`src/rtl/mask_bbox_rx.sv`:
```
// Bounding-box / pixel-count accumulator for a binary mask stream; results are handed off via a valid/ready pair.
// Optional feature: define MASK_BBOX_PIXCOUNT_EN to accumulate pix_count (otherwise it is tied to 0).
module mask_bbox_rx #(
  parameter int DATA_WIDTH = 8,
  parameter int IMG_W      = 640,
  parameter int IMG_H      = 480,
  parameter int LAT        = 3
) (
  input  logic                  clk,
  input  logic                  rst,
  input  logic                  pix_valid,
  input  logic                  pix_sof,
  input  logic [DATA_WIDTH-1:0] mask_in,
  input  logic                  res_ready,
  output logic                  res_valid,
  output logic                  found,
  output logic [15:0]           x_min,
  output logic [15:0]           x_max,
  output logic [15:0]           y_min,
  output logic [15:0]           y_max,
  output logic [31:0]           pix_count,
  output logic                  overrun,
  output logic                  busy
);

  typedef enum logic [1:0] {IDLE, ACTIVE, DONE} state_t;

  localparam logic [15:0] X_LAST = 16'(IMG_W - 1);
  localparam logic [15:0] Y_LAST = 16'(IMG_H - 1);

  state_t          state_q, state_d;
  logic [LAT-1:0]  dv_q, dv_d, ds_q, ds_d;
  logic [15:0]     x_q, x_d, y_q, y_d;
  logic            acc_found_q, acc_found_d;
  logic [15:0]     acc_xmin_q, acc_xmin_d, acc_xmax_q, acc_xmax_d;
  logic [15:0]     acc_ymin_q, acc_ymin_d, acc_ymax_q, acc_ymax_d;
  logic            res_valid_q, res_valid_d, found_q, found_d;
  logic [15:0]     xmin_q, xmin_d, xmax_q, xmax_d, ymin_q, ymin_d, ymax_q, ymax_d;
  logic            overrun_q, overrun_d;
`ifdef MASK_BBOX_PIXCOUNT_EN
  logic [31:0]     acc_cnt_q, acc_cnt_d, cnt_q, cnt_d, n_cnt;
`endif

  logic            a_valid, a_sof, det, take, restart, last;
  logic [15:0]     cur_x, cur_y, n_xmin, n_xmax, n_ymin, n_ymax;
  logic            n_found;
  logic            unused_mask_bits;

  assign a_valid          = dv_q[LAT-1];
  assign a_sof            = ds_q[LAT-1];
  assign det              = a_valid & mask_in[DATA_WIDTH-1];
  assign unused_mask_bits = ^mask_in;

  always_comb begin
    dv_d        = LAT'({dv_q, pix_valid});
    ds_d        = LAT'({ds_q, pix_sof});
    state_d     = state_q;
    x_d         = x_q;
    y_d         = y_q;
    acc_found_d = acc_found_q;
    acc_xmin_d  = acc_xmin_q;
    acc_xmax_d  = acc_xmax_q;
    acc_ymin_d  = acc_ymin_q;
    acc_ymax_d  = acc_ymax_q;
    res_valid_d = res_valid_q;
    found_d     = found_q;
    xmin_d      = xmin_q;
    xmax_d      = xmax_q;
    ymin_d      = ymin_q;
    ymax_d      = ymax_q;
    overrun_d   = overrun_q;
    take        = 1'b0;
    restart     = 1'b0;

    unique case (state_q)
      IDLE: begin
        if (a_valid && a_sof) begin
          take    = 1'b1;
          restart = 1'b1;
        end
      end
      ACTIVE: begin
        if (a_valid) begin
          take    = 1'b1;
          restart = a_sof;
        end
      end
      DONE: begin
        // A frame starting while the result is still pending is lost.
        if (a_valid && a_sof) overrun_d = 1'b1;
        if (res_ready) begin
          res_valid_d = 1'b0;
          state_d     = IDLE;
        end
      end
      default: state_d = IDLE;
    endcase

    // A frame start processes its own pixel as (0,0) against cleared accumulators.
    cur_x   = restart ? '0 : x_q;
    cur_y   = restart ? '0 : y_q;
    n_found = restart ? 1'b0 : acc_found_q;
    n_xmin  = restart ? '0 : acc_xmin_q;
    n_xmax  = restart ? '0 : acc_xmax_q;
    n_ymin  = restart ? '0 : acc_ymin_q;
    n_ymax  = restart ? '0 : acc_ymax_q;
`ifdef MASK_BBOX_PIXCOUNT_EN
    n_cnt   = restart ? '0 : acc_cnt_q;
`endif
    if (det) begin
      if (!n_found) begin
        n_xmin = cur_x;
        n_xmax = cur_x;
        n_ymin = cur_y;
        n_ymax = cur_y;
      end else begin
        if (cur_x < n_xmin) n_xmin = cur_x;
        if (cur_x > n_xmax) n_xmax = cur_x;
        if (cur_y < n_ymin) n_ymin = cur_y;
        if (cur_y > n_ymax) n_ymax = cur_y;
      end
      n_found = 1'b1;
`ifdef MASK_BBOX_PIXCOUNT_EN
      n_cnt   = n_cnt + 32'd1;
`endif
    end
    last = (cur_x == X_LAST) && (cur_y == Y_LAST);

`ifdef MASK_BBOX_PIXCOUNT_EN
    acc_cnt_d = acc_cnt_q;
    cnt_d     = cnt_q;
`endif
    if (take) begin
      acc_found_d = n_found;
      acc_xmin_d  = n_xmin;
      acc_xmax_d  = n_xmax;
      acc_ymin_d  = n_ymin;
      acc_ymax_d  = n_ymax;
`ifdef MASK_BBOX_PIXCOUNT_EN
      acc_cnt_d   = n_cnt;
`endif
      if (cur_x == X_LAST) begin
        x_d = '0;
        y_d = cur_y + 16'd1;
      end else begin
        x_d = cur_x + 16'd1;
        y_d = cur_y;
      end
      if (last) begin
        found_d     = n_found;
        xmin_d      = n_xmin;
        xmax_d      = n_xmax;
        ymin_d      = n_ymin;
        ymax_d      = n_ymax;
`ifdef MASK_BBOX_PIXCOUNT_EN
        cnt_d       = n_cnt;
`endif
        res_valid_d = 1'b1;
        state_d     = DONE;
      end else begin
        state_d     = ACTIVE;
      end
    end
  end

  always_ff @(posedge clk) begin
    if (rst) begin
      state_q     <= IDLE;
      dv_q        <= '0;
      ds_q        <= '0;
      x_q         <= '0;
      y_q         <= '0;
      acc_found_q <= 1'b0;
      acc_xmin_q  <= '0;
      acc_xmax_q  <= '0;
      acc_ymin_q  <= '0;
      acc_ymax_q  <= '0;
      res_valid_q <= 1'b0;
      found_q     <= 1'b0;
      xmin_q      <= '0;
      xmax_q      <= '0;
      ymin_q      <= '0;
      ymax_q      <= '0;
      overrun_q   <= 1'b0;
`ifdef MASK_BBOX_PIXCOUNT_EN
      acc_cnt_q   <= '0;
      cnt_q       <= '0;
`endif
    end else begin
      state_q     <= state_d;
      dv_q        <= dv_d;
      ds_q        <= ds_d;
      x_q         <= x_d;
      y_q         <= y_d;
      acc_found_q <= acc_found_d;
      acc_xmin_q  <= acc_xmin_d;
      acc_xmax_q  <= acc_xmax_d;
      acc_ymin_q  <= acc_ymin_d;
      acc_ymax_q  <= acc_ymax_d;
      res_valid_q <= res_valid_d;
      found_q     <= found_d;
      xmin_q      <= xmin_d;
      xmax_q      <= xmax_d;
      ymin_q      <= ymin_d;
      ymax_q      <= ymax_d;
      overrun_q   <= overrun_d;
`ifdef MASK_BBOX_PIXCOUNT_EN
      acc_cnt_q   <= acc_cnt_d;
      cnt_q       <= cnt_d;
`endif
    end
  end

  assign res_valid = res_valid_q;
  assign found     = found_q;
  assign x_min     = xmin_q;
  assign x_max     = xmax_q;
  assign y_min     = ymin_q;
  assign y_max     = ymax_q;
  assign overrun   = overrun_q;
  assign busy      = (state_q == ACTIVE);
`ifdef MASK_BBOX_PIXCOUNT_EN
  assign pix_count = cnt_q;
`else
  assign pix_count = '0;
`endif

endmodule

```
`config.mk`:
```
export PLATFORM = sky130hd
export DESIGN_NAME = mask_bbox_rx
export DESIGN_NICKNAME = d
export VERILOG_FILES = /design/src/rtl/mask_bbox_rx.sv
export SDC_FILE = /design/constraint.sdc
export NUM_CORES = 1
export LEC_CHECK = 0
export ABC_AREA = 1
export BUFFER_PORTS_ARGS = -buffer_cell sky130_fd_sc_hd__buf_2
export CAP_MARGIN = 20
export CELL_PAD_IN_SITES_DETAIL_PLACEMENT = 1
export CELL_PAD_IN_SITES_GLOBAL_PLACEMENT = 2
export CORE_MARGIN = 2
export CORE_UTILIZATION = 25
export CTS_CLUSTER_DIAMETER = 50
export DETAILED_ROUTE_END_ITERATION = 6
export PLACE_DENSITY_LB_ADDON = 0.1
export SLEW_MARGIN = 40
export SYNTH_ARGS = -nofsm -noshare
export SYNTH_HDL_FRONTEND = slang
export SYNTH_SLANG_ARGS = --single-unit
export TNS_END_PERCENT = 30
```
`constraint.sdc`:
```
create_clock -name clk -period 4.64 [get_ports clk]
set_input_delay 0.928 -clock clk [delete_from_list [all_inputs] [get_ports clk]]
set_output_delay 0.928 -clock clk [all_outputs]
set_load 0.05 [all_outputs]
```
==> impl_metrics.toml <==
[outcome]
outcome = "completed"

[floorplanning]
core_um2 = 43300
ios = 113
start_util_pct = 25.4
die_w_um = 214
row_count = 76
dieArea_um2 = 45600
die_h_um = 214

[logic_synthesis]
synth_edf_count = 0
synthDistinctLibCells = 35
synth.cell_area_um2 = 11000
synthDominantCellAreaShare_pct = 31.3
yosysTopAreaCell = "dfxtp_1"
syn_area_per_cell_um2 = 6.24
synth_common_cells = "554 x nand2_1, 307 x nand3_1, 181 x inv_1, 172 x dfxtp_1, 117 x o21ai_0"
synthTopCellsByArea = "dfxtp_1 31%, nand2_1 19%, nand3_1 14%"
synthCells = 1762
synthFlopType = "dfxtp_1"
yosys_warnings = 0
ys_seq_area_share_pct = 31.3
ys_ff_latch = 172
synth_most_common_cell = "nand2_1"
synthArstFlopShare_pct = 0

[timing]
fin_crit_ns = 3.55
slew_headroom_pct = 53.8
setup_viol = 0
period_share_pct = 76.4
rsz0062_at_grt = "no"
setup_tns_ns = 0
hold_slack_ns = 0.404
fmax_ghz = 0.282
maxSlewViolCount = 0
worst_pin_slew_ns = 0.693
skew_ns = 0.0168
final_hold_viol_count = 0

[place]
numPortBuffers = 73
place_hpwl_mm = 30.9
place_congestion = 0.832

[hold_path]
min_path_type = "reg2reg"

[grt]
antenna_found_initial = 0
grt_max_degree = 68
grt_pass1_wl_mm = 68.2
grt-ovfl-total = 0
grt_usage_pct = 19.8
grt_pass1_vias = 11600

[cts]
cts_buffers = 17
cts_buffer_depth = 2
cts_tree = "built"
ctsHoldBuffers = 0
cts_resized = 0
clk_pin_slew_worst_paths_ns = 0.07
insertion_delay_ns = 0.50
cts-htree-levels = 4
cts_root_buf = "clkbuf_16"
postCtsSetupBuffers = 0
cts_sinks = 172

[worst_setup_path]
critPathMaxFanout = 22
cp_num_buf_inv = 4
crit_required_ns = 5.08
critical_path_class = "reg2reg"
end_kind = "flip-flop"
worstSetupStartpointType = "flip-flop"
crit_chain = "inv_1 > nand3_4 > buf_4 > buf_4 > nand2_1 > ha_1 > nand2_1 > nor2_1 > a211oi_1 > nand2_1 > nand2_1 > nand2_2 > nand2_1 > nand2_1 > nand2_1 > nand3_1 > nand3_1 > nand2_1 > inv_1"
r2r_slack_ns = 1.09
cp_top_family = "simple AND/OR/NAND/NOR gates"
critPathMaxStageDelay_ns = 0.39
arrival_ns = 3.98
crit_top_cell = "nand2_1"
slowest_stage = "dfxtp_1"

[detailed_routing]
postRouteAntennaNets = 0
viasPerCell = 4.68
wl_per_cell_um = 17.7
drt_first_iter_violations = 496
totalWireLength_mm = 42.8
dr.pass1.iters = 4
drcViolationCount = 0
vias = 11300

[job]
maxCapViolations = 0

[power]
power.leakage_nw = 6.64
irDropWorstVdd_v = 0.000241
p_per_area_nw_per_um2 = 253

[final_layout]
antenna_cells = 0
syn_to_final_growth_pct = 15.3
layout-drive-gt1-share_pct = 10.2
fill_cells = 5528
nNetsFinal = 1887
-- layout make-up --
class	count	area (um^2)	area share, %
inverters	186	704	5.56
flip-flops and latches	172	3440	27.2
clock inverters	13	141	1.12
clock buffers	19	443	3.50
well taps	585	732	5.78
repair buffers	132	853	6.74
multi-input cells	1309	6350	50.1
-- registers in the layout, summed over array words and instances, names as in the netlist --
signal and count:
acc_ymax_q 16, ds_q 3, dv_q 3, overrun 1
found 1, acc_found_q 1, x_q 16, res_valid 1
state_q 2, y_q 16, x_max 16, acc_xmin_q 16
acc_xmax_q 16, acc_ymin_q 16, x_min 16, y_min 16
y_max 16
-- where the power goes --
group | internal [mW] | switching (mW)
combinational | 0.0404 | 0.165
sequential | 1.48 | 0.00296
clock | 0.807 | 0.708
-- cell families after synthesis --
| logic type | count (synthesis) | synth area share, % |
|---|---|---|
| compound gates | 226 | 10.7 |
| fa+ha+maj | 56 | 6.38 |
| other cells | 1 | 0.0341 |
| simple gates | 983 | 38.4 |
| xor+xnor | 12 | 0.957 |
| buf+inv | 312 | 12.2 |
| flops | 172 | 31.3 |
-- metrics by stage --
step                std cells  worst slack, ns  area (um^2)  util, %  power, mW
detailed placement       2384             1.13        12100     27.9       1.72
CTS                      2416             1.09        12700     29.3       3.29
floorplan                1793             1.23        11100        -       1.69
finish                   2416             1.09        12700     29.3       3.20
global placement         2384             1.15        12100     27.9       1.72
global route             2416            0.687        12700     29.3       3.34
-- metal layers --
metal	global-route usage (%)	part of all wire (%)	wire length [um]	vias up
met4	5.65	1.2	514	0
li1	-	-	-	5773
met1	29.2	54	23300	5373
met2	29.6	42	18000	129
met5	0	0	0	-
met3	3.05	2.4	1010	26
-- worst register-to-register path, stage by stage, from the launching register on --
cell and delay (ns):
dfxtp_1 0.39, inv_1 0.10, nand3_4 0.27, buf_4 0.32, buf_4 0.29, nand2_1 0.09, ha_1 0.31, nand2_1 0.08
nor2_1 0.04, a211oi_1 0.31, nand2_1 0.11, nand2_1 0.08, nand2_2 0.16, nand2_1 0.13, nand2_1 0.22, nand2_1 0.21
nand3_1 0.14, nand3_1 0.10, nand2_1 0.06, inv_1 0.05
-- worst paths after layout --
path,from,endpoint,cells past startpoint
max,state_q[1]$_SDFFE_PP0P_,acc_ymax_q[3]$_SDFFE_PP0P_,19
min reg2reg,dv_q[0]$_SDFF_PP0_,dv_q[1]$_SDFF_PP0_,2
min,dv_q[0]$_SDFF_PP0_,dv_q[1]$_SDFF_PP0_,2
max reg2reg,state_q[1]$_SDFFE_PP0P_,acc_ymax_q[3]$_SDFFE_PP0P_,19
-- cells in the final DEF, fill, tap and decap left out, types with 3 or more instances in the layout --
| master | instances |
|---|---|
| nor2_1 | 72 |
| inv_1 | 178 |
| inv_2 | 5 |
| ha_1 | 56 |
| a21oi_1 | 92 |
| nor3_1 | 9 |
| nand2_1 | 553 |
| conb_1 | 32 |
| clkinv_2 | 4 |
| nand3_1 | 306 |
| clkinvlp_4 | 3 |
| nand2_2 | 6 |
| o21bai_1 | 4 |
| nor4_1 | 4 |
| buf_12 | 3 |
| clkbuf_16 | 17 |
| dfxtp_1 | 172 |
| clkinv_4 | 3 |
| a211oi_1 | 6 |
| nand4_1 | 14 |
| buf_2 | 73 |
| xor2_1 | 12 |
| buf_4 | 54 |
| nand3b_1 | 10 |
| o21ai_0 | 117 |
Note: power is estimated with default switching activity, not from simulation.
